--- config.mk ---
export PLATFORM = sky130hd
export DESIGN_NAME = multicycle_ctrl
export DESIGN_NICKNAME = d
export VERILOG_FILES = /design/src/rtl/multicycle_ctrl_pkg.sv /design/src/rtl/multicycle_ctrl_outdec.sv /design/src/rtl/multicycle_ctrl.sv
export SDC_FILE = /design/constraint.sdc
export NUM_CORES = 1
export LEC_CHECK = 0
export BUFFER_PORTS_ARGS = -buffer_cell sky130_fd_sc_hd__buf_2
export CAP_MARGIN = 15
export CORE_UTILIZATION = 23
export CTS_CLUSTER_DIAMETER = 80
export DETAILED_ROUTE_END_ITERATION = 10
export MAX_ROUTING_LAYER = met4
export PLACE_DENSITY = 0.4
export RECOVER_POWER = 25
export SLEW_MARGIN = 20
export SYNTH_ARGS = -nofsm -noshare
export SYNTH_HDL_FRONTEND = slang
export SYNTH_SLANG_ARGS = --single-unit
export TNS_END_PERCENT = 20
--- constraint.sdc ---
create_clock -name clk -period 3.75 [get_ports clk]
set_input_delay 0.1875 -clock clk [delete_from_list [all_inputs] [get_ports clk]]
set_output_delay 0.1875 -clock clk [all_outputs]
set_load 0.03 [all_outputs]
--- src/rtl/multicycle_ctrl_pkg.sv ---
// Shared definitions for the multi-cycle MIPS control unit: state encodings,
// opcode constants, datapath select codes and the decoded control word.
package multicycle_ctrl_pkg;

  typedef enum logic [3:0] {
    StFetch  = 4'd0,
    StDecode = 4'd1,
    StMemAdr = 4'd2,
    StMemRd  = 4'd3,
    StMemWb  = 4'd4,
    StMemWr  = 4'd5,
    StExec   = 4'd6,
    StAluWb  = 4'd7,
    StBranch = 4'd8,
    StJump   = 4'd9,
    StAddiEx = 4'd10,
    StAddiWb = 4'd11
  } state_e;

  localparam logic [5:0] OpcR    = 6'h00;
  localparam logic [5:0] OpcLw   = 6'h23;
  localparam logic [5:0] OpcSw   = 6'h2B;
  localparam logic [5:0] OpcBeq  = 6'h04;
  localparam logic [5:0] OpcJ    = 6'h02;
  localparam logic [5:0] OpcAddi = 6'h08;

  localparam logic [1:0] AluOpAdd   = 2'b00;
  localparam logic [1:0] AluOpSub   = 2'b01;
  localparam logic [1:0] AluOpFunct = 2'b10;

  localparam logic [1:0] PcSrcAlu    = 2'b00;
  localparam logic [1:0] PcSrcAluOut = 2'b01;
  localparam logic [1:0] PcSrcJump   = 2'b10;

  localparam logic [1:0] SrcBRegB  = 2'b00;
  localparam logic [1:0] SrcBFour  = 2'b01;
  localparam logic [1:0] SrcBImm   = 2'b10;
  localparam logic [1:0] SrcBImmSh = 2'b11;

  typedef struct packed {
    logic       pc_write;
    logic       pc_write_cond;
    logic [1:0] pc_source;
    logic       iord;
    logic       mem_rd;
    logic       mem_wr;
    logic       ir_write;
    logic       alu_src_a;
    logic [1:0] alu_src_b;
    logic [1:0] alu_op;
    logic       reg_write;
    logic       reg_dst;
    logic       mem_to_reg;
    logic       retire;
    logic       illegal;
  } ctrl_word_t;

  function automatic logic op_supported(input logic [5:0] op);
    return (op == OpcR) || (op == OpcLw) || (op == OpcSw) ||
           (op == OpcBeq) || (op == OpcJ) || (op == OpcAddi);
  endfunction

endpackage

--- src/rtl/multicycle_ctrl_outdec.sv ---
// Combinational state -> control word decoder. Reset forces the whole word to
// zero so no request or write can leak out while the core is held in reset.
module multicycle_ctrl_outdec
  import multicycle_ctrl_pkg::*;
(
  input  logic       rst,
  input  state_e     state,
  input  logic [5:0] op,
  input  logic       mem_ready,
  output ctrl_word_t cw
);

  always_comb begin
    cw = '0;
    if (!rst) begin
      case (state)
        StFetch: begin
          cw.mem_rd    = 1'b1;
          cw.iord      = 1'b0;
          cw.alu_src_a = 1'b0;
          cw.alu_src_b = SrcBFour;
          cw.alu_op    = AluOpAdd;
          cw.pc_source = PcSrcAlu;
          // IR and PC only latch once the fetch read actually completes
          cw.ir_write  = mem_ready;
          cw.pc_write  = mem_ready;
        end
        StDecode: begin
          cw.alu_src_a = 1'b0;
          cw.alu_src_b = SrcBImmSh;
          cw.alu_op    = AluOpAdd;
          cw.illegal   = !op_supported(op);
        end
        StMemAdr: begin
          cw.alu_src_a = 1'b1;
          cw.alu_src_b = SrcBImm;
          cw.alu_op    = AluOpAdd;
        end
        StMemRd: begin
          cw.mem_rd = 1'b1;
          cw.iord   = 1'b1;
        end
        StMemWb: begin
          cw.reg_write  = 1'b1;
          cw.reg_dst    = 1'b0;
          cw.mem_to_reg = 1'b1;
          cw.retire     = 1'b1;
        end
        StMemWr: begin
          cw.mem_wr = 1'b1;
          cw.iord   = 1'b1;
          cw.retire = mem_ready;
        end
        StExec: begin
          cw.alu_src_a = 1'b1;
          cw.alu_src_b = SrcBRegB;
          cw.alu_op    = AluOpFunct;
        end
        StAluWb: begin
          cw.reg_write  = 1'b1;
          cw.reg_dst    = 1'b1;
          cw.mem_to_reg = 1'b0;
          cw.retire     = 1'b1;
        end
        StBranch: begin
          cw.alu_src_a     = 1'b1;
          cw.alu_src_b     = SrcBRegB;
          cw.alu_op        = AluOpSub;
          cw.pc_write_cond = 1'b1;
          cw.pc_source     = PcSrcAluOut;
          cw.retire        = 1'b1;
        end
        StJump: begin
          cw.pc_write  = 1'b1;
          cw.pc_source = PcSrcJump;
          cw.retire    = 1'b1;
        end
        StAddiEx: begin
          cw.alu_src_a = 1'b1;
          cw.alu_src_b = SrcBImm;
          cw.alu_op    = AluOpAdd;
        end
        StAddiWb: begin
          cw.reg_write  = 1'b1;
          cw.reg_dst    = 1'b0;
          cw.mem_to_reg = 1'b0;
          cw.retire     = 1'b1;
        end
        default: cw = '0;
      endcase
    end
  end

endmodule

--- src/rtl/multicycle_ctrl.sv ---
// Main control FSM for the multi-cycle MIPS core: state register, next-state
// logic, PC enable and retired-instruction counter.
module multicycle_ctrl
  import multicycle_ctrl_pkg::*;
#(
  parameter int unsigned OP_W  = 6,
  parameter int unsigned CNT_W = 32
) (
  input  logic             clk,
  input  logic             rst,
  input  logic [OP_W-1:0]  opcode,
  input  logic             zero,
  input  logic             mem_ready,
  output logic             pc_en,
  output logic [1:0]       pc_source,
  output logic             iord,
  output logic             mem_rd,
  output logic             mem_wr,
  output logic             ir_write,
  output logic             alu_src_a,
  output logic [1:0]       alu_src_b,
  output logic [1:0]       alu_op,
  output logic             reg_write,
  output logic             reg_dst,
  output logic             mem_to_reg,
  output logic             retire,
  output logic             illegal,
  output logic [CNT_W-1:0] retired_cnt
);

  state_e     state_q, state_d;
  ctrl_word_t cw;
  logic [5:0] op;
  logic [CNT_W-1:0] cnt_q;

  assign op = 6'(opcode);

  always_ff @(posedge clk) begin
    if (rst) begin
      state_q <= StFetch;
      cnt_q   <= '0;
    end else begin
      state_q <= state_d;
      if (cw.retire) begin
        cnt_q <= cnt_q + CNT_W'(1);
      end
    end
  end

  always_comb begin
    state_d = StFetch;
    case (state_q)
      StFetch:  state_d = mem_ready ? StDecode : StFetch;
      StDecode: begin
        case (op)
          OpcLw, OpcSw: state_d = StMemAdr;
          OpcR:         state_d = StExec;
          OpcBeq:       state_d = StBranch;
          OpcJ:         state_d = StJump;
          OpcAddi:      state_d = StAddiEx;
          default:      state_d = StFetch;
        endcase
      end
      StMemAdr: state_d = (op == OpcLw) ? StMemRd : StMemWr;
      StMemRd:  state_d = mem_ready ? StMemWb : StMemRd;
      StMemWb:  state_d = StFetch;
      StMemWr:  state_d = mem_ready ? StFetch : StMemWr;
      StExec:   state_d = StAluWb;
      StAluWb:  state_d = StFetch;
      StBranch: state_d = StFetch;
      StJump:   state_d = StFetch;
      StAddiEx: state_d = StAddiWb;
      StAddiWb: state_d = StFetch;
      default:  state_d = StFetch;
    endcase
  end

  multicycle_ctrl_outdec u_outdec (
    .rst       (rst),
    .state     (state_q),
    .op        (op),
    .mem_ready (mem_ready),
    .cw        (cw)
  );

  // pc_write_cond is only ever set in BRANCH, so zero matters there alone
  assign pc_en       = cw.pc_write | (cw.pc_write_cond & zero);
  assign pc_source   = cw.pc_source;
  assign iord        = cw.iord;
  assign mem_rd      = cw.mem_rd;
  assign mem_wr      = cw.mem_wr;
  assign ir_write    = cw.ir_write;
  assign alu_src_a   = cw.alu_src_a;
  assign alu_src_b   = cw.alu_src_b;
  assign alu_op      = cw.alu_op;
  assign reg_write   = cw.reg_write;
  assign reg_dst     = cw.reg_dst;
  assign mem_to_reg  = cw.mem_to_reg;
  assign retire      = cw.retire;
  assign illegal     = cw.illegal;
  assign retired_cnt = cnt_q;

endmodule

# After elaboration in Yosys (flattened, before gate mapping)

Index checks and enable logic that the tools add are counted.

Add/subtract/negate cells: 1
Equal/unequal tests: 16
Muxes and demuxes: 18
Bitwise gates (word level): 2
Reductions and logical operators: 13

Operators by type and width:

| kind                    | count |
|---|---|
| $add A32 B1 Y32 const B | 1 |
| $pmux W4 S7             | 1 |
| $pmux W5 S5             | 1 |
| $pmux W4 S5             | 1 |
| $mux W18                | 1 |
| $eq A4 B3 Y1 const B    | 4 |
| $eq A4 B4 Y1 const B    | 4 |
| $eq A6 B6 Y1 const B    | 2 |
| $mux W3                 | 3 |
| $pmux W3 S3             | 1 |
| $eq A4 B2 Y1 const B    | 2 |
| $reduce_or A2 Y1        | 4 |
| $mux W1                 | 7 |
| $eq A6 B2 Y1 const B    | 1 |
| $eq A6 B3 Y1 const B    | 1 |
| $eq A6 B4 Y1 const B    | 1 |
| $logic_not A6 Y1        | 1 |
| $logic_or A1 B1 Y1      | 5 |
| $reduce_or A5 Y1        | 1 |
| $eq A4 B1 Y1 const B    | 1 |
| $logic_not A4 Y1        | 1 |
| $pmux W1 S2             | 2 |
| $pmux W2 S2             | 1 |
| $and A1 B1 Y1           | 1 |
| other kinds (2)         | 2 |

Register bits after elaboration: 36
Output and inout bits: 49

# Depth between registers and ports, before layout

Depth after elaboration: 11
Mapped depth: 8
Gate-level depth less buffers: 5

# Hierarchy

A second synthesis with hierarchy kept.

Cells, all modules: 266
Area total of the unflattened synthesis: 2,119.5 µm²

By module, submodules not included:

| module                 | times used | cells each | area an instance (µm²) | seq. area each (µm²) |
|---|---|---|---|---|
| multicycle_ctrl        | 1          | 222        | 1,835.5                | 720.7 |
| multicycle_ctrl_outdec | 1          | 44         | 284.0                  | 0.0 |

# Worst setup path after synthesis

No wires, ideal clock.

Path kind: register to output
Start point: register state_q[2]
End point: output port illegal
Arrival: 2.683 ns
Data required time: 3.562 ns
Slack: 0.879 ns
Cell stages (with the launch flop): 7
Buffers on the path: 2
Path through: dfxtp_1 > clkbuf_1 > or2_2 > clkbuf_1 > nor3_1 > nand2_1 > nor4_1

Word-level cells in the longest chain between the ends: 3

RTL lines:

| element                | line                         | text |
|---|---|---|
| from (decl)            | multicycle_ctrl.sv:31        | `state_e state_q, state_d;` |
| from (signal assigned) | multicycle_ctrl.sv:40        | `state_q <= StFetch;` |
| from (signal assigned) | multicycle_ctrl.sv:43        | `state_q <= state_d;` |
| $eq A4 B1 Y1           | multicycle_ctrl_outdec.sv:16 | `case (state)` |
| $mux W1                | multicycle_ctrl_outdec.sv:16 |  |
| $mux W18               | multicycle_ctrl_outdec.sv:15 | `if (!rst) begin` |
| to (decl)              | multicycle_ctrl.sv:27        | `output logic illegal,` |

No other way between the ends.

# Worst setup path after layout

Start point: register state_q[0]
End point: register cnt_q[27] (netlist: retired_cnt[27])

Word-level cells in the longest chain between the ends: 4
Elaborated cells between the ends (all ways): 9
Classes of those cells: eq/ne (6); mux (2); reduce/logical (1)

RTL lines:

| element                                      | line                         | text |
|---|---|---|
| $eq A4 B3 Y1 or $eq A4 B4 Y1 (tied branches) | multicycle_ctrl_outdec.sv:16 |  |
| $reduce_or A5 Y1 (no line)                   | n/a                          |  |
| $pmux W1 S2 *                                | multicycle_ctrl_outdec.sv:16 |  |
| $mux W18 *                                   | multicycle_ctrl_outdec.sv:15 |  |
| to (signal assigned)                         | multicycle_ctrl.sv:45        | `cnt_q <= cnt_q + CNT_W'(1);` |
| to (decl)                                    | multicycle_ctrl.sv:34        | `logic [CNT_W-1:0] cnt_q;` |

Mark *: on every way between the ends. The rest lies on a longest branch, timed or not.
A chain may end at the register's enable or synchronous reset.

==> metrics.md <==
| Metric | Value |
|---|---|
| Status | `finished, final reports clean` |
| Worst-path cell with the longest stage delay | `dfxtp_1` |
| Buf/Inv on CP | `0` |
| Critical Path AT | `2.89 ns` |
| Metal1 wirelength | `3150 µm` |
| Synthesized area | `2320 µm²` |
| Crit path required time | `3.93 ns` |
| Drt pass-1 iters | `4` |
| Vias/cell | `5.08` |
| Setup CP Type | `reg -> reg` |
| Clock Sinks | `36` |
| Skew-Pair Late Insertion Delay | `0.29 ns` |
| Pins Over Slew Limit | `0` |
| Async S/R FF share, synth | `0` |
| Clock Root Buffer | `clkbuf_8` |
| Post-synth EDFFs | `0` |
| Port buffer count | `58` |
| Worst hold start | `opcode[4]` |
| Cell row count | `36` |
| # fillers | `1083` |
| Longest Clk Path Bufs | `2` |
| Crit-path cells | `nand2b_1, nand4b_4, nor4_1, mux2_1` |
| Most common cell after layout, fill and taps aside | `buf_2` |
| Top Layer Used | `met4` |
| Post_cts resized | `0` |
| Detailed Route WL | `6560 µm` |
| Effective utilization at floorplan | `0.237` |
| Final hold violations | `0` |
| Total CTS buffers | `5` |
| Htree depth | `2` |
| Synthesized flop and latch total | `36` |
| Clock power frac | `0.377` |
| Seq. cell area | `721 µm²` |
| MaxCap Viol Count | `0` |
| Main flop type after synthesis | `dfxtp_1` |
| Layout area overhead | `17.3%` |
| Setup Buffers After CTS | `0` |
| Endpoint class of the critical path | `flip-flop` |
| Cell variety after synth | `48` |
| Area of the multi-input gates | `1470 µm²` |
| Final setup vio count | `0` |
| Inst Count DP | `461` |
| Pwr dens | `261 nW/µm²` |
| Setup slack after layout | `1.04 ns` |
| Initial antenna violation count | `0` |
| Ports | `59` |
| Internal power component | `0.527 mW` |
| Die area | `10500 µm²` |
| Gr usage total | `0.131` |
| Max_slew headroom | `0.351` |
| Setup WS pre-CTS | `1.05 ns` |
| Register area share after synthesis | `0.311` |
| Syn avg cell area | `7.87 µm²` |
| PnR Total Power | `0.711 mW` |
| Startpoint Class | `flip-flop` |
| Gr ovfl total | `0` |
| Clock skew | `0.00701 ns` |
| DR DRC count | `0` |
| Hold crit path type | `in -> reg` |
| Setup TNS | `0 ns` |
| Total number of vias | `2377` |
| Number of global-route vias before repair | `2114` |
| Global placer's final weighted congestion | `0.700` |
| Crit-path leading delay family | `simple AND/OR/NAND/NOR gates` |
| Hold path depth | `4` |
| First-pass GRT wire length | `10500 µm` |
| Psw | `0.184 mW` |
| Max stage delay on crit path | `0.66 ns` |
| Fmax | `369 MHz` |
| Fin nets | `346` |
| R2R Path Start | `state_q[0]$_SDFF_PP0_` |
| Ys Warns | `0` |
| Layout cells sized above 1 | `0.173` |
| CTS tree | `done` |
| Syn nets | `306` |
| WL met3 | `230 µm` |
| Dpl hpwl | `4440 µm` |
| Wire length on met2 | `3120 µm` |
| Fin area | `2720 µm²` |
| Period utilization | `0.722` |
| Hold WS | `0.307 ns` |
| Register-to-Register Path Depth | `4` |
| Reg clk slew, reported paths | `0.07 ns` |
| Antenna cells | `0` |
| ANT nets after route | `0` |
| Core area | `9770 µm²` |
| Peak supply drop | `112 µV` |
| Unrepaired setup endpoints after global routing | `false` |
| Sequential power share | `0.545` |
| Core Util, Final | `0.279` |
| Most frequent cells in the layout | `buf_2, dfxtp_1, a21oi_1` |
| Crit-path max FO | `53` |
| Leakage | `0.937 nW` |
| WHS Endpoint | `state_q[1]$_SDFF_PP0_` |
| Combinational share of power | `0.079` |
| Finished Layout Cells | `468` |
| Switching share of power | `0.259` |
| Die X | `102 µm` |
| Cells after synthesis | `295` |
| Post-DP Area | `2670 µm²` |
| R2r endpoint | `retired_cnt[27]$_SDFFE_PP0P_` |
| Drt initial violations | `88` |
| Die height | `102 µm` |
| Register-to-Register Setup Slack | `1.04 ns` |
| Tmin final | `2.71 ns` |
| Largest net degree at the start of global routing | `54` |
| Wirelength per Cell | `14.0 µm` |
| Hold-fix buffers, CTS | `0` |
| Slew @ Worst Pin | `0.974 ns` |
## registers in the layout, indices dropped and copies added (netlist names)
register / count
retired_cnt: 32
state_q: 4
## cell usage after synthesis, drive strengths merged, types with 6 or more instances
cell type   n  area share
a21oi      28       0.060
buf        10       0.022
clkbuf     15       0.024
dfxtp      36        0.31
inv         6      0.0097
mux2       10       0.049
nand2      19       0.031
nand2b      7       0.019
nand3       9       0.019
nand4      11       0.032
nor2       21       0.034
nor2b      12       0.032
nor3        8       0.017
nor4       15       0.050
o21ai      11       0.024
o31ai      15       0.049
or3         8       0.022
or4        18       0.060
## how the worst max path moves through the flow
stage                          start                           end  slack [ns]  cells after the start
2_1_floorplan  state_q[2]$_SDFF_PP0_                       illegal        0.88                      6
3_3_place_gp   state_q[0]$_SDFF_PP0_  retired_cnt[31]$_SDFFE_PP0P_        1.07                      4
3_5_place_dp   state_q[0]$_SDFF_PP0_  retired_cnt[27]$_SDFFE_PP0P_        1.05                      4
4_1_cts        state_q[0]$_SDFF_PP0_                        retire        1.02                      4
5_1_grt        state_q[0]$_SDFF_PP0_  retired_cnt[25]$_SDFFE_PP0P_        0.76                      4
6_report       state_q[0]$_SDFF_PP0_  retired_cnt[27]$_SDFFE_PP0P_        1.04                      4
## cells by family after synthesis
| kind of cell | count (synthesis) | share of synthesized area |
|---|---|---|
| AOI/OAI and AO/OA | 65 | 0.169 |
| xor gates and xnor gates | 3 | 0.0113 |
| adders and majority gates | 1 | 0.00539 |
| buffers and inverters | 31 | 0.0555 |
| DFF | 36 | 0.311 |
| muxes | 11 | 0.0528 |
| and+or+nand+nor | 148 | 0.396 |
## per-layer routing
metal / vias to the layer above / global-route usage
met1: 1139 / 0.171
met4: 0 / 0.0330
met2: 39 / 0.208
met5: - / -
li1: 1195 / -
met3: 4 / 0.0239
## power groups by stage
| stage | Clock [mW] | Sequential (mW) | Combinational [mW] |
|---|---|---|---|
| final | 0.268 | 0.387 | 0.0558 |
| after floorplan | 0 | 0.393 | 0.0403 |
| after CTS | 0.283 | 0.387 | 0.0566 |
| after global routing | 0.295 | 0.388 | 0.0616 |
| after detailed placement | 0 | 0.396 | 0.0563 |
| after global placement | 0 | 0.396 | 0.0565 |
## worst min-delay path: cells and delay by family
family / cells / cell delay [ns]
AND/OR/NAND/NOR: 1 / 0.05
AO/OA/AOI/OAI: 2 / 0.19
buffers and inverters: 1 / 0.11
## cell type report
type / instances / area share
Clock buffer: 6 / 0.0267
Clock inverter: 1 / 0.00184
Inverter: 6 / 0.00827
Multi-Input combinational cell: 228 / 0.540
Sequential cell: 36 / 0.265
Tap cell: 133 / 0.0611
Timing Repair Buffer: 58 / 0.0970
Note: power is estimated with default switching activity, not from simulation.
